--- src/rtl/fu_control_multibranch.sv ---
// Valid/ready control for a CGRA functional unit: multi-consumer fork,
// branch-valid demux, initial token preload, periodic delayed valid and a
// sticky illegal-select flag.
module fu_control_multibranch #(
  parameter int NUM_READYS   = 6,
  parameter int NUM_BRANCHES = 2,
  parameter int SEL_W        = 1,
  parameter int DELAY_W      = 16,
  parameter int INIT_W       = 4
) (
  input  logic                    clk,
  input  logic                    rst,
  input  logic                    clear,
  input  logic                    in_v,
  output logic                    in_r,
  input  logic [SEL_W-1:0]        sel,
  input  logic [NUM_READYS-1:0]   dout_r,
  input  logic [NUM_READYS-1:0]   fork_mask,
  input  logic [INIT_W-1:0]       initial_valid_count,
  input  logic [DELAY_W-1:0]      delay_value,
  output logic                    out_v,
  output logic                    out_d_v,
  output logic [NUM_BRANCHES-1:0] out_b_v,
  output logic                    sel_err
);

  typedef enum logic [1:0] {
    S_LOAD = 2'd0,
    S_INIT = 2'd1,
    S_RUN  = 2'd2
  } state_t;

  state_t                  r_state, w_state_next;
  logic                    r_v, w_v_next;
  logic [NUM_BRANCHES-1:0] r_b, w_b_next;
  logic [INIT_W-1:0]       r_init_cnt, w_init_cnt_next;
  logic [DELAY_W-1:0]      r_delay_cnt, w_delay_cnt_next;
  logic                    r_sel_err, w_sel_err_next;

  logic [NUM_READYS-1:0]   w_ready_term;
  logic                    w_ready_all;
  logic [NUM_BRANCHES-1:0] w_sel_hit;
  logic                    w_sel_illegal;
  logic                    w_delay_bypass;
  logic                    w_delay_hit;

  // A consumer outside the fork never blocks; an empty mask means always ready.
  generate
    for (genvar gi = 0; gi < NUM_READYS; gi++) begin : g_ready
      assign w_ready_term[gi] = dout_r[gi] | ~fork_mask[gi];
    end
  endgenerate
  assign w_ready_all = &w_ready_term;

  // One-hot branch decode; a select matching no branch is illegal.
  generate
    for (genvar gi = 0; gi < NUM_BRANCHES; gi++) begin : g_sel
      assign w_sel_hit[gi] = (sel == SEL_W'(gi));
    end
  endgenerate
  assign w_sel_illegal = ~|w_sel_hit;

  assign in_r    = w_ready_all & (r_state == S_RUN);
  assign out_v   = r_v & w_ready_all;
  assign out_b_v = r_b & {NUM_BRANCHES{w_ready_all}};
  assign sel_err = r_sel_err;

  // Periods 0 and 1 both mean "every transfer"; otherwise fire on the last
  // count of the period. Compared in DELAY_W bits so the all-ones period works.
  assign w_delay_bypass = (delay_value <= DELAY_W'(1));
  assign w_delay_hit    = (r_delay_cnt == delay_value - DELAY_W'(1));
  assign out_d_v        = out_v & (w_delay_bypass | w_delay_hit);

  // Next-state logic: preload sequencing, token capture and delay counting.
  always_comb begin
    w_state_next     = r_state;
    w_v_next         = r_v;
    w_b_next         = r_b;
    w_init_cnt_next  = r_init_cnt;
    w_delay_cnt_next = r_delay_cnt;
    w_sel_err_next   = r_sel_err;

    // Every output transfer, preload tokens included, advances the period.
    if (out_v) begin
      if (w_delay_bypass || w_delay_hit) begin
        w_delay_cnt_next = '0;
      end else begin
        w_delay_cnt_next = r_delay_cnt + DELAY_W'(1);
      end
    end

    case (r_state)
      S_LOAD: begin
        w_init_cnt_next = initial_valid_count;
        w_v_next        = |initial_valid_count;
        w_b_next        = '0;
        w_state_next    = (|initial_valid_count) ? S_INIT : S_RUN;
      end
      S_INIT: begin
        w_b_next = '0;
        if (out_v) begin
          // Last preload token leaves a one-cycle bubble before RUN accepts.
          if (r_init_cnt == INIT_W'(1)) begin
            w_init_cnt_next = '0;
            w_v_next        = 1'b0;
            w_state_next    = S_RUN;
          end else begin
            w_init_cnt_next = r_init_cnt - INIT_W'(1);
          end
        end
      end
      S_RUN: begin
        if (in_r) begin
          w_v_next = in_v;
          w_b_next = w_sel_hit & {NUM_BRANCHES{in_v}};
          if (in_v && w_sel_illegal) begin
            w_sel_err_next = 1'b1;
          end
        end
      end
      default: begin
        w_state_next = S_LOAD;
      end
    endcase
  end

  // State registers; clear restarts exactly like reset but synchronously.
  always_ff @(posedge clk or posedge rst) begin
    if (rst) begin
      r_state     <= S_LOAD;
      r_v         <= 1'b0;
      r_b         <= '0;
      r_init_cnt  <= '0;
      r_delay_cnt <= '0;
      r_sel_err   <= 1'b0;
    end else if (clear) begin
      r_state     <= S_LOAD;
      r_v         <= 1'b0;
      r_b         <= '0;
      r_init_cnt  <= '0;
      r_delay_cnt <= '0;
      r_sel_err   <= 1'b0;
    end else begin
      r_state     <= w_state_next;
      r_v         <= w_v_next;
      r_b         <= w_b_next;
      r_init_cnt  <= w_init_cnt_next;
      r_delay_cnt <= w_delay_cnt_next;
      r_sel_err   <= w_sel_err_next;
    end
  end

endmodule

--- config.mk ---
export PLATFORM = sky130hd
export DESIGN_NAME = fu_control_multibranch
export DESIGN_NICKNAME = d
export VERILOG_FILES = /design/src/rtl/fu_control_multibranch.sv
export SDC_FILE = /design/constraint.sdc
export NUM_CORES = 1
export LEC_CHECK = 0
export ABC_AREA = 1
export CORE_AREA = 3 3 76 78
export DETAILED_ROUTE_END_ITERATION = 10
export DIE_AREA = 0 0 79 81
export PLACE_DENSITY = 0.76
export RECOVER_POWER = 100
export SLEW_MARGIN = 25
export SYNTH_ARGS = -nofsm -noshare
export SYNTH_HDL_FRONTEND = slang
export SYNTH_SLANG_ARGS = --single-unit
--- constraint.sdc ---
create_clock -name clk -period 3.25 [get_ports clk]
set_input_delay 0.975 -clock clk [delete_from_list [all_inputs] [get_ports clk]]
set_output_delay 0.975 -clock clk [all_outputs]
set_load 0.02 [all_outputs]
==> summary.txt <==
Outcome
  • Status: finished with violations
  • Failing checks: negative setup slack

Setup path
  • CP startpoint kind: input pin
  • R2r endpoint: r_delay_cnt[14]
  • R2r startpoint: r_delay_cnt[9]
  • Worst Setup SP: delay_value[6]
  • CP Max Fanout: 6
  • Reg2reg setup slack: 1.01 ns
  • Crit path required time: 2.27 ns
  • R2R cell count: 12
  • CP Data Arrival Time: 2.43 ns
  • WS Path Type: input pin to output pin
  • CP Capture Type: output pin

GRT
  • Global-route wire length before repair: 10600 um
  • Largest net degree at the start of global routing: 26
  • Overflow after GRT: 0
  • Vias in the first global route: 2431
  • Initial antenna violation count: 0
  • GRT Overall Usage: 20.3%

Floorplan
  • I/O pins: 43
  • CORE AREA: 5140 um2
  • Row count: 26
  • Initial core utilization: 48.7%
  • Die Ht: 81 um
  • Die area: 6400 um2
  • Die W: 79 um

STA
  • Skew final: 0.00533 ns
  • Crit share post-route: 105%
  • Slew @ Worst Pin: 1.42 ns
  • Slew Limit Headroom: 5.09%
  • # setup viols final: 1
  • Final setup margin: -0.151 ns
  • Final Max Tran Viols: 0
  • Min Tclk post-route: 3.40 ns
  • Hold Vio Cnt, Final: 0
  • Achievable Freq: 0.294 GHz
  • RSZ-0062 raised after global routing: true

Final layout
  • Commonest non-fill, non-tap cell in the layout: nand2_1
  • Diode count: 0
  • Final core occ: 63.1%
  • Non-filler instance count after layout: 525
  • Layout area overhead: 29.6%
  • Filler cell count: 531
  • Layout net count: 501
  • Commonest cells after routing, fill and taps aside: 119 x nand2_1, 44 x inv_1, 36 x nor2_1
  • Layout cells sized above 1: 23.1%

Run
  • MaxCap Viol Count: 0

Yosys
  • Ys Warns: 0
  • Synth Instances: 388
  • #FFs+latches synth: 25
  • Syn_area_per_cell: 6.45 um2
  • Unique masters post-synth: 40
  • Post-Syn Area: 2500 um2
  • Sequential area share after synthesis: 25.0%
  • Mapped Nets: 433

Detailed routing
  • Drt wl/cell: 11.5 um
  • DRT antenna net count: 0
  • Drt pass-1 iters: 4
  • Vias: 2518
  • Number of DRC markers in iteration 0: 75
  • DRT Wirelength: 6040 um
  • Vias per cell: 4.80
  • DRC Markers: 0

Place
  • Dpl ws: -1.09 ns
  • Cells after DPL: 515
  • Port Buffers: 41
  • RePlAce Congestion: 0.889
  • Post-DP HPWL: 4660 um

Pwr
  • Int Power: 610 uW
  • Worst vdd ir: 0.287 mV
  • Sequential share of power: 39.2%
  • Clock power frac: 18.8%
  • Switching power: 364 uW
  • Power density cells: 300 nW/um2
  • Tot Pwr: 974 uW
  • Switch share: 37.4%
  • Comb pwr share: 42.0%
  • Leakage: 0.00164 uW

Clocking
  • CTS tree: yes
  • CTS sink count: 25
  • Clk root buf: clkbuf_8
  • CTS H-tree depth: 1
  • Clock Pin Slew Worst Setup and Hold Paths: 0.09 ns
  • Clock Tree Buf Depth: 2
  • TritonCTS Buffers: 3
  • Clk_lat worst skew: 0.26 ns

Hold path
  • WHS Endpoint: r_init_cnt[2]
  • Worst hold path class: flip-flop to flip-flop
  • Hold Path Origin: r_init_cnt[2]
  • Hold Path Depth: 1
## cells in the mapped netlist (all sizes together)
| cell | number | area [um2] |
|---|---|---|
| a21oi | 8 | 51.3 |
| buf | 5 | 48.8 |
| inv | 55 | 206 |
| nand3b | 2 | 15.0 |
| nor2 | 52 | 251 |
| nand3 | 40 | 250 |
| ha | 8 | 100 |
| o22ai | 2 | 12.5 |
| xor2 | 14 | 130 |
| conb | 1 | 3.75 |
| nor4 | 1 | 6.26 |
| dfrtp | 25 | 626 |
| and2 | 2 | 12.5 |
| dlymetal6s2s | 2 | 25.0 |
| nand2 | 132 | 526 |
| a21o | 1 | 7.51 |
| and3 | 1 | 6.26 |
| a31oi | 2 | 12.5 |
| o21bai | 1 | 7.51 |
| xnor2 | 3 | 26.3 |
| clkinv | 1 | 3.75 |
| nor3 | 10 | 55.1 |
| o21ai | 12 | 60.1 |
| nand4 | 7 | 50.1 |
| o211ai | 1 | 7.51 |
## area by class of cell
cell class                 instances  area [um2]  share of cell area, %
sequential                        25         626                   19.3
timing repair buffer              70         571                   17.6
inverter                          56         228                   7.02
multi-input combinational        300        1690                   52.0
clock buffer                       4        45.0                   1.39
tap                               70        87.6                   2.70
## repair_timing
action,4_1_cts,5_1_grt
setup buffers,4,3
setup endpoints to repair,5,4
gates resized for setup,64,28
cloned,0,0
pin swaps,29,21
hold buffers,0,0
## power groups by stage
| stage | logic (uW) | registers (uW) | clock network, uW |
|---|---|---|---|
| floorplan | 276 | 380 | 0 |
| global placement | 396 | 384 | 0 |
| detailed placement | 408 | 387 | 0 |
| CTS | 405 | 382 | 192 |
| global route | 473 | 388 | 204 |
| finish | 409 | 382 | 183 |
## worst max-delay path by stage
stage,end,slack (ns),depth (start not counted)
floorplan,out_d_v,-0.02,13
global placement,out_d_v,-1.07,15
detailed placement,out_d_v,-1.09,15
CTS,out_d_v,-0.19,15
global route,out_d_v,-0.26,16
finish,out_d_v,-0.15,13
## worst max-delay path, cell delays in order
cell,delay (ns)
clkdlybuf4s15_2,0.22
nor2_1,0.12
nand2_2,0.11
nor2_8,0.13
nand2_1,0.06
nand2_1,0.06
nand2_1,0.05
nor2_1,0.09
nand3_1,0.09
nor2_2,0.16
nand2_4,0.08
a21oi_4,0.16
buf_6,0.13
## through the flow
stage,TNS (ns),hold slack (ns),instance area (um2)
global placement,-2.12,0.466,3130
detailed placement,-2.19,0.488,3130
CTS,-0.192,0.510,3200
floorplan,-0.0221,0.453,2530
global route,-0.422,0.557,3240
finish,-0.151,0.502,3240
## cells by family after synthesis
logic type,Yosys count,share of synthesized area (%)
other,1,0.150
XOR/XNOR,17,6.25
adder cells (fa/ha/maj),8,4.00
buffers and inverters,63,11.4
AND/OR/NAND/NOR,247,46.9
flip-flops,25,25.0
AO/OA/AOI/OAI,27,6.35
## flip-flops by register name (all words and copies together), names as in the netlist
register     flops
r_b              2
r_delay_cnt     16
r_init_cnt       4
r_state          2
r_v              1
## routing by layer
metal,track usage (%),routed length [um],vias to the layer above
met3,1.77,159,2
met1,24.6,2760,1134
met4,5.67,25,0
met2,38.5,3100,36
met5,0,0,-
li1,-,-,1346
(Power assumes the default switching activity.)
